<file path="src/rtl/output_drain_pkg.sv">
// Shared types and constants for the output drain controller.
package output_drain_pkg;

  typedef enum logic [1:0] {
    IDLE,
    DRAIN,
    DONE
  } state_e;

  localparam int BUF_DEPTH = 2;

endpackage

</file>
<file path="src/rtl/output_drain_ctrl_if.sv">
// Result stream valid/ready bundle between the drain controller and its consumer.
interface output_drain_ctrl_if #(
  parameter int DATA_W = 32
) ();

  logic              m_valid_out;
  logic              m_ready_in;
  logic [DATA_W-1:0] m_data_out;
  logic              m_last_out;

  modport master (
    output m_valid_out,
    output m_data_out,
    output m_last_out,
    input  m_ready_in
  );

  modport slave (
    input  m_valid_out,
    input  m_data_out,
    input  m_last_out,
    output m_ready_in
  );

endinterface

</file>
<file path="src/rtl/drain_fifo2.sv">
// Two-entry FIFO whose head entry is a register, so the stream outputs are glitch-free.
module drain_fifo2
  import output_drain_pkg::*;
#(
  parameter int DATA_W = 33
) (
  input  logic              clk,
  input  logic              rst,
  input  logic              push,
  input  logic [DATA_W-1:0] push_data,
  input  logic              pop,
  output logic              full,
  output logic              empty,
  output logic [1:0]        occ,
  output logic [DATA_W-1:0] head_data
);

  localparam logic [1:0] FULL_OCC = 2'(BUF_DEPTH);

  logic              head_vld;
  logic              tail_vld;
  logic [DATA_W-1:0] head_q;
  logic [DATA_W-1:0] tail_q;

  assign occ       = 2'(head_vld) + 2'(tail_vld);
  assign full      = (occ == FULL_OCC);
  assign empty     = !head_vld;
  assign head_data = head_q;

  always_ff @(posedge clk) begin
    if (rst) begin
      head_vld <= 1'b0;
      tail_vld <= 1'b0;
      head_q   <= '0;
      tail_q   <= '0;
    end else begin
      unique case ({push, pop})
        2'b10: begin
          if (!head_vld) begin
            head_q   <= push_data;
            head_vld <= 1'b1;
          end else begin
            tail_q   <= push_data;
            tail_vld <= 1'b1;
          end
        end
        2'b01: begin
          if (tail_vld) begin
            head_q   <= tail_q;
            tail_vld <= 1'b0;
          end else begin
            head_vld <= 1'b0;
          end
        end
        // pop implies a valid head, so the head stays valid on push+pop
        2'b11: begin
          if (tail_vld) begin
            head_q <= tail_q;
            tail_q <= push_data;
          end else begin
            head_q <= push_data;
          end
        end
        default: ;
      endcase
    end
  end

  a_no_underflow: assert property (@(posedge clk) disable iff (rst) !(pop && empty));

endmodule

</file>
<file path="src/rtl/output_drain_ctrl.sv">
// Reads a contiguous block from the result memory and streams it out with valid/ready.
module output_drain_ctrl
  import output_drain_pkg::*;
#(
  parameter int DATA_W = 32,
  parameter int ADDR_W = 10
) (
  input  logic                   clk,
  input  logic                   rst,
  input  logic                   start_in,
  input  logic [ADDR_W-1:0]      base_addr_in,
  input  logic [ADDR_W:0]        count_in,
  output logic                   busy_out,
  output logic                   done_out,
  output logic [ADDR_W-1:0]      mem_raddr_out,
  input  logic                   mem_we_in,
  input  logic [DATA_W-1:0]      mem_rdata_in,
  output_drain_ctrl_if.master    strm
);

  localparam logic [ADDR_W:0] ONE = (ADDR_W+1)'(1);

  state_e            state_q;
  state_e            state_d;
  logic [ADDR_W-1:0] addr_q;
  logic [ADDR_W:0]   count_q;
  logic [ADDR_W:0]   issued_q;
  logic [ADDR_W:0]   popped_q;
  logic              inflight_q;
  logic              inflight_last_q;

  logic              accept;
  logic              issue;
  logic              issue_last;
  logic              pop;
  logic [2:0]        pending;
  logic [1:0]        occ;
  logic              full;
  logic              empty;
  logic [DATA_W:0]   head;

  assign accept     = (state_q == IDLE) && start_in;
  assign pop        = strm.m_valid_out && strm.m_ready_in;
  assign issue_last = (issued_q == count_q - ONE);

  // Credit: words buffered plus the read in flight, minus what leaves this cycle, must stay below 2.
  assign pending = 3'(occ) + 3'(inflight_q);
  assign issue   = (state_q == DRAIN) && !mem_we_in && (issued_q < count_q) &&
                   (pending < 3'd2 + 3'(pop));

  always_ff @(posedge clk) begin
    if (rst) state_q <= IDLE;
    else     state_q <= state_d;
  end

  always_comb begin
    state_d = state_q;
    unique case (state_q)
      IDLE:    if (start_in) state_d = (count_in == '0) ? DONE : DRAIN;
      DRAIN:   if (popped_q == count_q) state_d = DONE;
      DONE:    state_d = IDLE;
      default: state_d = IDLE;
    endcase
  end

  // Issue stage: address, counters and the one-deep in-flight marker for the registered read
  always_ff @(posedge clk) begin
    if (rst) begin
      addr_q          <= '0;
      count_q         <= '0;
      issued_q        <= '0;
      popped_q        <= '0;
      inflight_q      <= 1'b0;
      inflight_last_q <= 1'b0;
    end else begin
      inflight_q      <= issue;
      inflight_last_q <= issue && issue_last;
      if (accept) begin
        addr_q   <= base_addr_in;
        count_q  <= count_in;
        issued_q <= '0;
        popped_q <= '0;
      end else begin
        if (issue) begin
          addr_q   <= addr_q + 1'b1;
          issued_q <= issued_q + ONE;
        end
        if (pop) popped_q <= popped_q + ONE;
      end
    end
  end

  // Capture stage: read data is valid only in the cycle after its issue
  drain_fifo2 #(
    .DATA_W (DATA_W + 1)
  ) u_fifo (
    .clk       (clk),
    .rst       (rst),
    .push      (inflight_q),
    .push_data ({inflight_last_q, mem_rdata_in}),
    .pop       (pop),
    .full      (full),
    .empty     (empty),
    .occ       (occ),
    .head_data (head)
  );

  assign strm.m_valid_out = !empty;
  assign strm.m_data_out  = head[DATA_W-1:0];
  assign strm.m_last_out  = head[DATA_W] && !empty;

  assign busy_out      = (state_q == DRAIN);
  assign done_out      = (state_q == DONE);
  assign mem_raddr_out = addr_q;

  a_no_overflow: assert property (@(posedge clk) disable iff (rst) !(inflight_q && full && !pop));

endmodule

</file>
<file path="src/flat_wrapper.sv">
// flat-port wrapper written by rule: the top's interface ports become plain ports
module output_drain_ctrl_flat import output_drain_pkg::*;
#(
  parameter int DATA_W = 32,
  parameter int ADDR_W = 10
)
  (clk, rst, start_in, base_addr_in, count_in, busy_out, done_out, mem_raddr_out, mem_we_in, mem_rdata_in, strm_m_valid_out, strm_m_data_out, strm_m_last_out, strm_m_ready_in);
  output_drain_ctrl_if #(.DATA_W(DATA_W)) strm_i ();
  input  logic clk;
  input  logic rst;
  input  logic start_in;
  input  logic [ADDR_W-1:0] base_addr_in;
  input  logic [ADDR_W:0] count_in;
  output logic busy_out;
  output logic done_out;
  output logic [ADDR_W-1:0] mem_raddr_out;
  input  logic mem_we_in;
  input  logic [DATA_W-1:0] mem_rdata_in;
  output wire logic [$bits(strm_i.m_valid_out)-1:0] strm_m_valid_out;
  output wire logic [$bits(strm_i.m_data_out)-1:0] strm_m_data_out;
  output wire logic [$bits(strm_i.m_last_out)-1:0] strm_m_last_out;
  input wire logic [$bits(strm_i.m_ready_in)-1:0] strm_m_ready_in;
  assign strm_m_valid_out = strm_i.m_valid_out;
  assign strm_m_data_out = strm_i.m_data_out;
  assign strm_m_last_out = strm_i.m_last_out;
  assign strm_i.m_ready_in = strm_m_ready_in;
  output_drain_ctrl #(.DATA_W(DATA_W), .ADDR_W(ADDR_W)) u_core (.clk(clk), .rst(rst), .start_in(start_in), .base_addr_in(base_addr_in), .count_in(count_in), .busy_out(busy_out), .done_out(done_out), .mem_raddr_out(mem_raddr_out), .mem_we_in(mem_we_in), .mem_rdata_in(mem_rdata_in), .strm(strm_i));
endmodule
</file>
<file path="config.mk">
export PLATFORM = sky130hd
export DESIGN_NAME = output_drain_ctrl_flat
export DESIGN_NICKNAME = d
export VERILOG_FILES = /design/src/rtl/output_drain_pkg.sv /design/src/rtl/output_drain_ctrl_if.sv /design/src/rtl/drain_fifo2.sv /design/src/rtl/output_drain_ctrl.sv /design/src/flat_wrapper.sv
export SDC_FILE = /design/constraint.sdc
export NUM_CORES = 1
export LEC_CHECK = 0
export CAP_MARGIN = 25
export CORE_AREA = 8 8 147 149
export CTS_CLUSTER_DIAMETER = 120
export DETAILED_ROUTE_END_ITERATION = 8
export DIE_AREA = 0 0 155 157
export HOLD_SLACK_MARGIN = 0.06
export PLACE_DENSITY = 0.61
export SLEW_MARGIN = 0
export SYNTH_ARGS = -nofsm -noshare
export SYNTH_HDL_FRONTEND = slang
export SYNTH_SLANG_ARGS = --single-unit
</file>
<file path="constraint.sdc">
create_clock -name clk -period 4.7 [get_ports clk]
set_input_delay 0.94 -clock clk [delete_from_list [all_inputs] [get_ports clk]]
set_output_delay 0.94 -clock clk [all_outputs]
set_load 0.1 [all_outputs]
</file>
==> results.md, run 1 <==
* Status: finished clean
* Hold Vio Cnt, Final at 0
* Post-Syn Area at 5665 um^2
* Top FF cell, synth: dfxtp_1
* Sw Ratio at 0.2993
* Setup tns final at 0 ns
* Commonest non-fill, non-tap cell in the layout: dfxtp_1
* Crit path max fanout at 9
* Crit start category: register
* Yosys warning total at 0
* DRC viols at 0
* Reg2Reg Launch Point: u_core.count_q[2]$_SDFFE_PP0P_
* Synth area leader: dfxtp_1
* Drt wl/cell at 14.09 um
* Synth Area per Inst at 8.381 um^2
* Worst EP arrival at 2.28 ns
* H-tree depth at 4
* Routed wire length at 14.26 mm
* Largest stage delay, worst path at 1.12 ns
* Pleak at 2.443 nW
* Syn Nets at 751
* Top post-synthesis cells by area: dfxtp_1 (41%), nand2_1 (6.8%), mux2i_1 (6.2%), xnor2_1 (5.6%), a211oi_1 (5.3%)
* Clock skew at 0.007782 ns
* CTS Root Cell: clkbuf_16
* Leading cell types in the layout, fill and taps excluded: dfxtp_1 (115), nand2_1 (103), clkdlybuf4s50_1 (102), nor2_1 (75), a21oi_1 (56)
* Worst EP required at 3.76 ns
* DRT antenna net count at 0
* Hold buffers post-CTS at 0
* Library cells used by synthesis at 44
* Cts bufs inserted at 17
* TritonRoute pass-1 iters at 4
* Worst rel slew slack at 0.3056
* Max_cap viols at 0
* Crit path max-delay cell type: clkdlybuf4s50_1
* GRT Util Overall at 0.1199
* IO Pins at 104
* DP Wirelength at 9.734 mm
* Die Ht at 157 um
* Clock Pin Slew Worst Setup and Hold Paths at 0.06 ns
* Num rows at 51
* Antenna violations before repair at 0
* VDD IR max at 0.2654 mV
* Starting Density at 0.2950
* Logic gate share of total power at 0.175
* Die Wd at 155 um
* RSZ-0062 raised after global routing: no
* Fmax at 0.3110 GHz
* Async SR Flop Fraction at 0
* Setup bufs post-CTS at 0
* Reg power frac at 0.364
* Antenna diodes at 0
* Crit path from: u_core.u_fifo.head_vld$_SDFFE_PP0P_
* Post_cts resized at 0
* Synth top area share at 0.4064
* CTS tree: built
* Detailed router's first-iteration violation count at 172
* Hold WC Path Type: reg2reg
* Fin. max-slew vios at 0
* NetSw at 0.8711 mW
* Synthesis-to-finish area growth at 28.86%
* Largest net degree at the start of global routing at 93
* Clock Latency Late Sink at 0.42 ns
* Utilization after layout at 0.3801
* Clock power share at 0.461
* Internal power at 2.039 mW
* Crit-path cells: and2_1, clkdlybuf4s50_1
* Worst Max-Slew Pin Slew at 1.042 ns
* Final min period at 3.215 ns
* Overflow after GRT at 0
* Crit Path Class: reg2out
* Sequential area share after synthesis at 0.4064
* Delay-heaviest family, CP: buffers and inverters
* Vias in the first global route at 4604
* Buf/Inv on CP at 1
* Number of synthesized flops with an enable pin at 0
* Hold_sp: u_core.u_fifo.tail_q[2]$_SDFFE_PP0P_
* Crit end category: output pin
* First-pass GRT wire length at 23.34 mm
* Proportion of layout cells with a drive suffix above 1 at 0.06426
* CTS Sinks at 115
* # nets final at 809
* Flops & latches, synth at 115
* Power density of the placed cells at 398.6 nW/um^2
* Clk buf depth at 2
* Placer Congestion at 0.7795
* Die area at 24340 um^2
* Core ar. at 19210 um^2
* Final setup vio count at 0
* Mapped Cells at 676
* Via density at 4.607
* IO buf count at 103
* Period utilization at 0.6841
* DR vias at 4662
[synthesized netlist by cell type, types with 2 or more instances]
cell / number
a211oi_1: 40
a21oi_1: 56
a311oi_1: 2
and2_1: 3
and3_1: 7
buf_1: 2
buf_2: 3
buf_4: 36
clkbuf_1: 29
dfxtp_1: 115
ha_1: 16
inv_1: 18
mux2i_1: 35
nand2_1: 103
nand3_1: 20
nand3b_1: 3
nand4_1: 6
nor2_1: 76
nor2b_1: 2
nor3_1: 10
nor4_1: 6
nor4_2: 2
o21a_1: 2
o21ai_0: 11
or3_1: 5
xnor2_1: 36
xor2_1: 15
[power by group through the flow]
stage	Sequential [mW]	Clock (mW)	Combinational, mW
6_report	1.06	1.34	0.509
4_1_cts	1.06	1.38	0.515
5_1_grt	1.07	1.42	0.545
3_3_place_gp	1.08	0	0.511
2_1_floorplan	1.14	0	0.321
3_5_place_dp	1.08	0	0.514
[worst paths after layout]
kind	to	slack, ns	cells after the start
setup / recovery	strm_m_last_out	1.48	2
setup reg to reg	u_core.mem_raddr_out[9]$_SDFFE_PP0P_	2.13	8
hold / removal	u_core.u_fifo.tail_q[2]$_SDFFE_PP0P_	0.45	2
hold reg to reg	u_core.u_fifo.tail_q[2]$_SDFFE_PP0P_	0.45	2
[cell families (layout without fill, tap and decap cells)]
family	after synthesis	count (layout)	synth area share
adder cells (fa/ha/maj)	17	17	0.03887
multiplexers	35	35	0.06184
buffers and inverters	88	159	0.08282
AND/OR/NAND/NOR	247	247	0.1915
flip-flops	115	115	0.4064
AO/OA/AOI/OAI	123	123	0.1398
XOR/XNOR	51	51	0.07884
[per-layer routing]
metal	track usage	share of wire	wire length (um)	up-vias
li1	-	-	-	2398
met4	0.04993	0.016	226	0
met1	0.1444	0.47	6718	2147
met3	0.03510	0.045	644	15
met2	0.1965	0.47	6667	102
met5	0	0	0	-
[cell type report]
type	count	area, um^2
Timing Repair Buffer	109	1071
Clock inverter	14	176.4
Multi-Input combinational cell	473	2913
Fill cell	1959	11910
Tap cell	265	331.6
Sequential cell	115	2302
Clock buffer	18	439.2
Inverter	18	67.56
[flip-flops by register name (all words and copies together), names as in the netlist]
register	cells
u_core.issued_q	11
u_core.inflight_q	1
u_core.mem_raddr_out	10
u_core.u_fifo.tail_vld	1
u_core.inflight_last_q	1
u_core.popped_q	11
u_core.u_fifo.head_vld	1
u_core.state_q	2
u_core.u_fifo.head_data	33
u_core.u_fifo.tail_q	33
u_core.count_q	11
[through the flow]
step | hold WS, ns | power [mW] | instance area, um^2 | setup WS (ns) | cells
finish | 0.4526 | 2.910 | 7301 | 1.485 | 1012
global route | 0.4691 | 3.033 | 7301 | 1.399 | 1012
CTS | 0.4547 | 2.953 | 7301 | 1.444 | 1012
detailed placement | 0.4465 | 1.595 | 6685 | 1.504 | 980
global placement | 0.4410 | 1.592 | 6685 | 1.546 | 980
floorplan | 0.4300 | 1.458 | 5665 | 1.779 | 676
[worst register-to-register path, stage by stage (launching register included)]
cell	delay (ns)
dfxtp_1	0.53
inv_1	0.11
ha_1	0.30
a21oi_1	0.19
a211o_1	0.19
o2111ai_4	0.41
nor4_2	0.44
xnor2_1	0.17
a211oi_2	0.08
(Power assumes the default switching activity.)
==> run 2, diff against run 1 <==
--- a/config.mk
+++ b/config.mk
@@ -11,7 +11,7 @@
 export DETAILED_ROUTE_END_ITERATION = 8
 export DIE_AREA = 0 0 155 157
 export HOLD_SLACK_MARGIN = 0.06
-export PLACE_DENSITY = 0.61
+export PLACE_DENSITY = 0.63
 export SLEW_MARGIN = 0
 export SYNTH_ARGS = -nofsm -noshare
 export SYNTH_HDL_FRONTEND = slang
==> constraint.sdc (replaced) <==
create_clock -name clk -period 2.7 [get_ports clk]
set_input_delay 0.54 -clock clk [delete_from_list [all_inputs] [get_ports clk]]
set_output_delay 0.54 -clock clk [all_outputs]
set_load 0.1 [all_outputs]
==> results.md, run 2 (same netlist as run 1, synthesis figures left out) <==
* Clock skew at 0.008004 ns (+0.0002220 ns)
* Clock Pin Slew Worst Setup and Hold Paths at 0.06 ns (about the same)
* DP Wirelength at 9.980 mm (+2.5%)
* Internal power at 3.488 mW (+71%)
* NetSw at 1.541 mW (+77%)
* # nets final at 823 (+1.7%)
* M1 GR Usage at 0.1446 (+0.0002118)
* GRT Util Overall at 0.1190 (-0.0008627)
* Overflow after GRT at 0 (unchanged)
* DR vias at 4666 (+0.086%)
* Antenna diodes at 0 (unchanged)
* Final setup vio count at 0 (unchanged)
* Routed wire length at 14.35 mm (+0.63%)
* Clock Latency Late Sink at 0.41 ns (about the same)
* Worst EP arrival at 2.72 ns (+0.44 ns)
* Hold Vio Cnt, Final at 0 (unchanged)
* Global-route met3 utilization at 0.04140 (+0.006307)
* Filler cell count at 1919 (-2.0%)
* Hold WC Path Type: reg2reg
* Final min period at 2.383 ns
* PnR worst setup slack at 0.3172 ns (-1.168 ns)
* Most used routing layer: met2
* Delay-heaviest family, CP: compound AO/OA/AOI/OAI gates
* H-tree depth at 4 (unchanged)
* CTS Root Cell: clkbuf_16
* Num rows at 51 (unchanged)
* Sw Ratio at 0.3064 (+0.007025)
* Antenna violations before repair at 0 (unchanged)
* Logic gate share of total power at 0.180 (+0.005)
* Hold buffers post-CTS at 0 (unchanged)
* TritonRoute pass-1 iters at 4 (unchanged)
* Starting Density at 0.2950 (unchanged)
* Core ar. at 19210 um^2 (unchanged)
* DRC viols at 0 (unchanged)
* Fin. max-slew vios at 0 (unchanged)
* CTS tree: built
* Power density of the placed cells at 687.8 nW/um^2 (+73%)
* Status: finished clean
* IO buf count at 103 (unchanged)
* Reg2Reg Launch Point: u_core.inflight_q$_SDFF_PP0_
* Placer Congestion at 0.8097 (+3.9%)
* Proportion of layout cells with a drive suffix above 1 at 0.1432 (+0.07898)
* First-pass GRT wire length at 23.32 mm (about the same)
* R2R cell count at 6 (-2)
* Buf/Inv on CP at 1 (unchanged)
* Crit start category: register
* Die Wd at 155 um (unchanged)
* Setup bufs post-CTS at 0 (unchanged)
* Place WS at 0.1951 ns (-1.309 ns)
* Worst rel slew slack at 0.6345 (+0.3289)
* Worst EP required at 3.04 ns (-0.72 ns)
* Clock power share at 0.454 (-0.007)
* Die area at 24340 um^2 (unchanged)
* Cts bufs inserted at 17 (unchanged)
* WP depth at 6 (+4)
* Drt wl/cell at 13.98 um (-0.74%)
* Commonest non-fill, non-tap cell in the layout: dfxtp_1
* IO Pins at 104 (unchanged)
* Reg power frac at 0.365 (about the same)
* Worst Max-Slew Pin Slew at 0.5480 ns (-0.4936 ns)
* Min-Delay Endpoint: u_core.u_fifo.tail_q[6]$_SDFFE_PP0P_
* Hold_sp: u_core.u_fifo.tail_q[6]$_SDFFE_PP0P_
* Reg-to-reg critical path endpoint: u_core.issued_q[8]$_SDFFE_PP0P_
* Crit-path cells: fa_1, o21ai_2, o2111ai_4, buf_4, or3_1, a21oi_1
* Period utilization at 0.8825
* Met2 Track Usage GR at 0.1933 (-0.003145)
* Vias in the first global route at 4551 (-1.2%)
* Crit end category: register
* Setup tns final at 0 ns (unchanged)
* R2R setup slack at 0.32 ns (-1.81 ns)
* Largest net degree at the start of global routing at 74 (-20%)
* Pleak at 2.601 nW (+6.5%)
* Worst hold stages at 2 (unchanged)
* Detailed router's first-iteration violation count at 221 (+28%)
* Crit path max fanout at 16 (+7)
* Fmax at 0.4197 GHz
* Max_cap viols at 0 (unchanged)
* Clk buf depth at 2 (unchanged)
* Post_cts resized at 0 (unchanged)
* CTS Sinks at 115 (unchanged)
* Crit Path Class: reg2reg
* Leading cell types in the layout, fill and taps excluded: dfxtp_1 (114), nand2_1 (103), nor2_1 (75), buf_4 (63)
* RSZ-0062 raised after global routing: no
* Largest stage delay, worst path at 0.49 ns (-0.63 ns)
* Crit path max-delay cell type: dfxtp_1
* Die Ht at 157 um (unchanged)
* DRT antenna net count at 0 (unchanged)
* VDD IR max at 0.4175 mV (+57%)
* Synthesis-to-finish area growth at 29.06%
* Via density at 4.548 (-1.3%)
* Min Hold Slack at 0.4524 ns (-0.0002470 ns)
run 2: changes by cell type in the layout (fill, tap and decap cells not counted), sizes merged:
| cell | delta |
|---|---|
| buf | +60 |
| bufinv | -1 |
| clkbuf | +1 |
| clkdlybuf4s50 | -46 |
| clkinv | -3 |
| clkinvlp | +1 |
| inv | +2 |
run 2: metrics by stage:
step	cell area (um^2)	total power [mW]	utilization	cells
floorplan	5667	2.538	-	676
global placement	6714	2.779	0.3496	994
detailed placement	6714	2.784	0.3496	994
CTS	7312	5.091	0.3807	1026
global route	7312	5.233	0.3807	1026
finish	7312	5.029	0.3807	1026
run 2: worst max-delay path by stage:
stage | start | to | slack, ns
4_1_cts | u_core.inflight_q$_SDFF_PP0_ | u_core.issued_q[6]$_SDFFE_PP0P_ | 0.33
6_report | u_core.inflight_q$_SDFF_PP0_ | u_core.issued_q[8]$_SDFFE_PP0P_ | 0.32
3_5_place_dp | strm_m_ready_in | u_core.issued_q[6]$_SDFFE_PP0P_ | 0.20
5_1_grt | u_core.inflight_q$_SDFF_PP0_ | u_core.issued_q[7]$_SDFFE_PP0P_ | 0.14
2_1_floorplan | u_core.u_fifo.head_vld$_SDFFE_PP0P_ | u_core.issued_q[8]$_SDFFE_PP0P_ | 0.36
3_3_place_gp | strm_m_ready_in | u_core.issued_q[5]$_SDFFE_PP0P_ | 0.21
run 2: power groups by stage:
stage                     logic [mW]  registers, mW  clock network, mW
final                          0.907           1.84               2.29
after global routing           0.972           1.85               2.42
after CTS                      0.915           1.84               2.34
after detailed placement       0.911           1.87                  0
after global placement         0.908           1.87                  0
after floorplan                0.559           1.98                  0
run 2: layer usage:
layer  up-vias  share of wire
met5         -              0
met4         0          0.012
met3        12          0.055
met2        94           0.47
met1      2140           0.47
li1       2420              -
run 2: area by class of cell:
type	instances	area, um^2	share of cell area
multi-input combinational	473	2913	0.3984
clock buffer	19	452.9	0.06194
sequential	115	2303	0.3150
inverter	18	67.56	0.009240
clock inverter	13	145.1	0.01985
timing repair buffer	123	1099	0.1502
tap	265	331.6	0.04535
run 2: worst register-to-register path, delay by kind of cell, from the launching register on:
kind | cells | cell delay (ns)
adders and majority gates | 1 | 0.48
AOI/OAI and AO/OA | 3 | 0.69
and+or+nand+nor | 1 | 0.35
DFF | 1 | 0.49
buffers and inverters | 1 | 0.30
